[config.mk]
export PLATFORM = sky130hd
export DESIGN_NAME = adder_bist_controller
export DESIGN_NICKNAME = d
export VERILOG_FILES = /design/src/rtl/adder_bist_controller_pkg.sv /design/src/rtl/adder_bist_controller_vector_counter.sv /design/src/rtl/adder_bist_controller.sv
export SDC_FILE = /design/constraint.sdc
export NUM_CORES = 1
export LEC_CHECK = 0
export CAP_MARGIN = 20
export CORE_MARGIN = 5
export CORE_UTILIZATION = 45
export CTS_BUF_LIST = sky130_fd_sc_hd__clkbuf_4 sky130_fd_sc_hd__clkbuf_8 sky130_fd_sc_hd__clkbuf_16
export CTS_CLUSTER_DIAMETER = 120
export DETAILED_ROUTE_END_ITERATION = 10
export GPL_TIMING_DRIVEN = 0
export PLACE_DENSITY = 0.7
export SYNTH_ARGS = -nofsm -noshare
export SYNTH_HDL_FRONTEND = slang
export SYNTH_SLANG_ARGS = --single-unit
[constraint.sdc]
create_clock -name clk -period 2.2 [get_ports clk]
set_input_delay 0.44 -clock clk [delete_from_list [all_inputs] [get_ports clk]]
set_output_delay 0.44 -clock clk [all_outputs]
set_load 0.01 [all_outputs]
[src/rtl/adder_bist_controller_pkg.sv]
// Shared definitions for the adder BIST controller: FSM state encoding and
// sizing helpers used by the controller and its vector counter.
package adder_bist_controller_pkg;

    localparam int STATE_W = 3;

    typedef enum logic [STATE_W-1:0] {
        ST_IDLE  = 3'd0,
        ST_DRIVE = 3'd1,
        ST_WAIT  = 3'd2,
        ST_CHECK = 3'd3,
        ST_DONE  = 3'd4
    } state_e;

    // Width of a counter that must hold values 0 .. settle-1 (at least 1 bit).
    function automatic int settle_cnt_width(input int settle);
        return (settle > 1) ? $clog2(settle) : 1;
    endfunction

endpackage

[src/rtl/adder_bist_controller_vector_counter.sv]
// Operand-pair counter for the adder BIST: walks 0 .. 2^VEC_W-1 and flags the
// last vector so the controller terminates by compare, never by wrap-around.
module adder_bist_controller_vector_counter #(
    parameter int VEC_W = 2
) (
    input  logic             clk,
    input  logic             rst,
    input  logic             clr_i,
    input  logic             inc_i,
    output logic [VEC_W-1:0] vec_o,
    output logic             last_o
);

    localparam logic [VEC_W-1:0] VEC_LAST = {VEC_W{1'b1}};

    logic [VEC_W-1:0] vec_q;
    logic [VEC_W-1:0] vec_d;

    // Next-count selection: clear wins over increment.
    always_comb begin
        // NOTE: default assignment first so every path assigns vec_d and no latch is inferred.
        vec_d = vec_q;
        if (clr_i) begin
            vec_d = '0;
        end else if (inc_i) begin
            vec_d = vec_q + 1'b1;
        end
    end

    // Counter register with asynchronous reset to vector 0.
    always_ff @(posedge clk or posedge rst) begin
        if (rst) begin
            vec_q <= '0;
        end else begin
            vec_q <= vec_d;
        end
    end

    assign vec_o  = vec_q;
    assign last_o = (vec_q == VEC_LAST);

endmodule

[src/rtl/adder_bist_controller.sv]
// Built-in self-test wrapper for a combinational adder: drives every operand
// pair, waits SETTLE_CYCLES, compares {carry,sum} with a+b, counts mismatches
// (saturating), captures the first failing pair and reports pass/fail.
module adder_bist_controller
    import adder_bist_controller_pkg::*;
#(
    parameter int WIDTH         = 1,
    parameter int SETTLE_CYCLES = 1,
    parameter int ERR_W         = 8
) (
    input  logic             clk,
    input  logic             rst,
    input  logic             start,
    output logic [WIDTH-1:0] dut_a,
    output logic [WIDTH-1:0] dut_b,
    input  logic [WIDTH-1:0] dut_sum,
    input  logic             dut_carry,
    output logic             busy,
    output logic             done,
    output logic             pass,
    output logic [ERR_W-1:0] fail_count,
    output logic [WIDTH-1:0] first_fail_a,
    output logic [WIDTH-1:0] first_fail_b
);

    localparam int                VEC_W       = 2 * WIDTH;
    localparam int                SET_W       = settle_cnt_width(SETTLE_CYCLES);
    localparam logic [SET_W-1:0]  SETTLE_LAST = SET_W'(SETTLE_CYCLES - 1);

    state_e           state_q;
    logic [SET_W-1:0] settle_q;
    logic [WIDTH-1:0] dut_a_q;
    logic [WIDTH-1:0] dut_b_q;
    logic [WIDTH-1:0] first_fail_a_q;
    logic [WIDTH-1:0] first_fail_b_q;
    logic [ERR_W-1:0] fail_count_q;
    logic             fail_seen_q;
    logic             busy_q;
    logic             done_q;

    logic [VEC_W-1:0] vec;
    logic             vec_last;
    logic             start_accept;
    logic             vec_inc;
    logic [WIDTH:0]   expected;
    logic [WIDTH:0]   observed;
    logic             vec_match;

    // A start is only honoured when no run is in progress.
    assign start_accept = start && ((state_q == ST_IDLE) || (state_q == ST_DONE));
    assign vec_inc      = (state_q == ST_CHECK) && !vec_last;

    adder_bist_controller_vector_counter #(
        .VEC_W (VEC_W)
    ) u_vector_counter (
        .clk    (clk),
        .rst    (rst),
        .clr_i  (start_accept),
        .inc_i  (vec_inc),
        .vec_o  (vec),
        .last_o (vec_last)
    );

    assign expected = {1'b0, dut_a_q} + {1'b0, dut_b_q};
    assign observed = {dut_carry, dut_sum};

    // Result compare; an unknown compare falls to the default, so X/Z reads as a mismatch.
    always_comb begin
        vec_match = 1'b0;
        if (observed == expected) begin
            vec_match = 1'b1;
        end
    end

    // Run sequencer: FSM, operand drive, settle timing and result capture.
    always_ff @(posedge clk or posedge rst) begin
        // NOTE: non-blocking assignments so every register samples pre-edge values.
        if (rst) begin
            state_q        <= ST_IDLE;
            settle_q       <= '0;
            dut_a_q        <= '0;
            dut_b_q        <= '0;
            first_fail_a_q <= '0;
            first_fail_b_q <= '0;
            fail_count_q   <= '0;
            fail_seen_q    <= 1'b0;
            busy_q         <= 1'b0;
            done_q         <= 1'b0;
        end else begin
            case (state_q)
                ST_IDLE, ST_DONE: begin
                    if (start) begin
                        state_q        <= ST_DRIVE;
                        busy_q         <= 1'b1;
                        done_q         <= 1'b0;
                        fail_count_q   <= '0;
                        fail_seen_q    <= 1'b0;
                        first_fail_a_q <= '0;
                        first_fail_b_q <= '0;
                    end
                end
                ST_DRIVE: begin
                    dut_a_q  <= vec[VEC_W-1:WIDTH];
                    dut_b_q  <= vec[WIDTH-1:0];
                    settle_q <= '0;
                    state_q  <= ST_WAIT;
                end
                ST_WAIT: begin
                    if (settle_q == SETTLE_LAST) begin
                        state_q <= ST_CHECK;
                    end else begin
                        settle_q <= settle_q + 1'b1;
                    end
                end
                ST_CHECK: begin
                    if (!vec_match) begin
                        if (fail_count_q != {ERR_W{1'b1}}) begin
                            fail_count_q <= fail_count_q + 1'b1;
                        end
                        if (!fail_seen_q) begin
                            fail_seen_q    <= 1'b1;
                            first_fail_a_q <= dut_a_q;
                            first_fail_b_q <= dut_b_q;
                        end
                    end
                    if (vec_last) begin
                        state_q <= ST_DONE;
                        busy_q  <= 1'b0;
                        done_q  <= 1'b1;
                    end else begin
                        state_q <= ST_DRIVE;
                    end
                end
                default: begin
                    state_q <= ST_IDLE;
                    busy_q  <= 1'b0;
                    done_q  <= 1'b0;
                end
            endcase
        end
    end

    assign dut_a        = dut_a_q;
    assign dut_b        = dut_b_q;
    assign busy         = busy_q;
    assign done         = done_q;
    assign pass         = done_q && (fail_count_q == '0);
    assign fail_count   = fail_count_q;
    assign first_fail_a = first_fail_a_q;
    assign first_fail_b = first_fail_b_q;

endmodule

==> impl_results.md <==
- Die ar.: between 0.003 and 0.004 mm^2
- Maximum number of pins on one net before global-route repair: 21
- Final Non-Filler Cells: 172
- Most frequent cells in the layout: clkdlybuf4s50_1, dfrtp_1, nand2_1, nor2_1
- Count of warnings emitted by yosys: 0
- Busiest grt layer: met2
- Grt met2 use: 22.8%
- Cell Area, Synth: 0.00112 mm^2
- Reg2Reg Setup Slack: 0.47 ns
- Residual DRC: 0
- Syn avg cell area: approximately 9.6 um^2
- Core Area: 0.00243 mm^2
- Fill cells: 236
- RSZ-0062 raised after global routing: no
- Skew final: 0.00494 ns
- N_diodes: 0
- Worst vdd ir: roughly 0.8 mV
- GR Util met3: 2.81%
- H-Tree Depth: 1
- Placer Congestion: 0.754
- Via count: 935
- Compound-cell area share of the yosys netlist: between 10% and 20%
- Final Setup Violations: 0
- Die X: 59.8 um
- Worst-path clk slew: roughly 0.11 ns
- TritonCTS Sinks: 20
- Die Y: ~60 um
- Number of detailed-route iterations in the first pass: 4
- Per-cell routed wire length: roughly 14 um
- Final ANT Viol Nets: 0
- DR iter-0 viols: 16
- Worst path slowest cell: dfrtp_1
- Inserted Clock Buffers: 3
- Synth Area in Simple Gates: 20.1%
- Io pins: 20
- Vias per cell: 5.44
- Vias in the first global route: around 910
- NumNets Final: 152
- Cell Rows: 18
- Synth cell types: 40
- Met1 usage: approximately a fifth
- Gr usage total: between 10 and 15%
- Status: complete, no violations
- Yosys reg bits: 20
- Clk_lat worst skew: 0.30 ns
- Max incr delay on CP: ~0.45 ns
- Post-synthesis adder-cell area fraction: approximately 4.5%
- Power Density: 1270 mW/mm^2
- Ratio of cells with drive above 1 in the final layout: a little over an eighth
- Register area share after synthesis: 44.8%
- WL final: 2.33 mm
- Post-Synth XOR/XNOR Area: 3.81%
- Kind of critical path: reg2out
- Syn_nets: approximately 130
- Count of final hold-check violations: 0
- Main synth FF type: dfrtp_1
- Initial core utilization: 45.9%
- Most common cell after layout, fill and taps aside: clkdlybuf4s50_1
- IO Port Bufs: 19
- Max-cap viol count: 0
- CTS tree: yes
- Static leakage: 0.000625 uW
- Fmax: 522 MHz
- Async S/R FF share, synth: 100%
- Part of the cycle the worst path needs: 87.0%
- Total Neg Setup Slack: 0 ns
- Worst-Margin Slew: 0.752 ns
- Slew Limit Fails: 0
- Hold/Removal Path Class: reg2reg
- Antenna violations before repair: 0
- Hold Slack: 0.501 ns
- Critical path endpoint category: primary output
- Placed cell count: approximately 170
- Critical path data arrival time: between 1 and 1.5 ns
- CP required: ~1.8 ns
- Post-synth EDFFs: 0
- Top Family by Delay on Critical Path: flip-flops
- Max Root-Sink Buffers: 2
- First-pass GRT wire length: 4.02 mm
- HPWL after DPL: ~1.7 mm
- Area Overhead vs Synth: 25.9%
- Mux cell area share after synthesis: under 10%
- Crit start category: flop
- Worst-path cell chain: inv_1 -> ha_1 -> and4b_1 -> dlygate4sd2_1
- Fin crit period: 1.91 ns
- Largest family of logic cells by synthesized area: simple AND/OR/NAND/NOR gates
- Bufs and invs on worst path: 2
- Synth Instances: 116
- Grt ovf: 0
- Root buffer cell: clkbuf_4
- Worst-path fanout max: 6
- Relative slew margins: 49.8%
==> state kept, by name (all words and copies together), names as in the netlist <==
name / flops
first_fail_a: 1
dut_a: 1
done: 1
state_q: 3
fail_seen_q: 1
first_fail_b: 1
u_vector_counter.vec_o: 2
dut_b: 1
busy: 1
fail_count: 8
==> synthesized netlist by cell type, types with 2 or more instances <==
library cell	number	share of area (%)
dfrtp_1	20	45
nand2_1	13	4.4
nor2_1	12	4.0
inv_1	8	2.7
nand3_1	8	3.6
o21ai_0	7	3.1
ha_1	4	4.5
mux2i_1	4	3.6
a21oi_1	3	1.3
mux2_2	3	3.0
and3_1	2	1.1
buf_4	2	1.3
nor3_1	2	0.90
xnor2_1	2	1.6
==> metrics by stage <==
stage	util, %	total power [uW]	setup WS, ns	area, um^2
floorplan	-	1240	0.539	1120
global placement	55.2	1550	0.291	1340
detailed placement	55.2	1570	0.285	1340
CTS	57.8	1800	0.254	1410
global route	57.8	1930	0.176	1410
finish	57.8	1780	0.285	1410
==> where the power goes <==
part | switching, uW | internal, uW | leakage (uW)
Clock | 114 | 101 | 0.0000210
Combinational | 456 | 485 | 0.000355
Sequential | 124 | 500 | 0.000249
==> worst register-to-register path, cell delays in order, from the launching register on <==
cell and delay [ns]:
dfrtp_1 0.43, ha_1 0.32, xor2_1 0.22, o21ai_2 0.09, o21a_1 0.26, a211o_1 0.32
==> final cells by class <==
class | instances | area [um^2] | area share (%)
buffer | 4 | 30.0 | 2.14
clock buffer | 4 | 36.3 | 2.58
inverter | 8 | 30.0 | 2.14
multi-input combinational | 84 | 556 | 39.5
sequential | 20 | 504 | 35.9
tap | 30 | 37.5 | 2.67
timing repair buffer | 22 | 211 | 15.0
==> kinds of logic (layout without fill, tap and decap cells) <==
| kind of cell | Yosys count | in the layout |
|---|---|---|
| AO/OA/AOI/OAI | 23 | 23 |
| XOR/XNOR | 4 | 4 |
| adder cells (fa/ha/maj) | 4 | 4 |
| buffers and inverters | 12 | 38 |
| flip-flops | 20 | 20 |
| multiplexers | 7 | 7 |
| AND/OR/NAND/NOR | 46 | 46 |
==> timing repair <==
| action | 4_1_cts | 5_1_grt |
|---|---|---|
| hold buffers | 0 | 0 |
| endpoints found under the hold margin | 0 | 0 |
| setup endpoints to repair | 1 | 0 |
| buffers inserted | 3 | 0 |
| resized for setup | 4 | 0 |
==> worst paths after layout <==
| check | start | to | cells after the start |
|---|---|---|---|
| hold reg to reg | fail_seen_q$_DFFE_PP0P_ | fail_seen_q$_DFFE_PP0P_ | 2 |
| setup / recovery | fail_count[0]$_DFFE_PP0P_ | pass | 4 |
| min in group asynchronous | rst | dut_a$_DFFE_PP0P_ | 2 |
| setup reg to reg | dut_a$_DFFE_PP0P_ | fail_count[6]$_DFFE_PP0P_ | 5 |
| max in group asynchronous | rst | fail_count[3]$_DFFE_PP0P_ | 2 |
| hold / removal | fail_seen_q$_DFFE_PP0P_ | fail_seen_q$_DFFE_PP0P_ | 2 |
==> layer usage <==
layer	wire [um]	part of all wire, %	vias up
li1	-	-	457
met1	1040	45	453
met2	1120	48	21
met3	138	5.9	4
met4	26	1.1	0
met5	0	0	-
(Power assumes the default switching activity.)
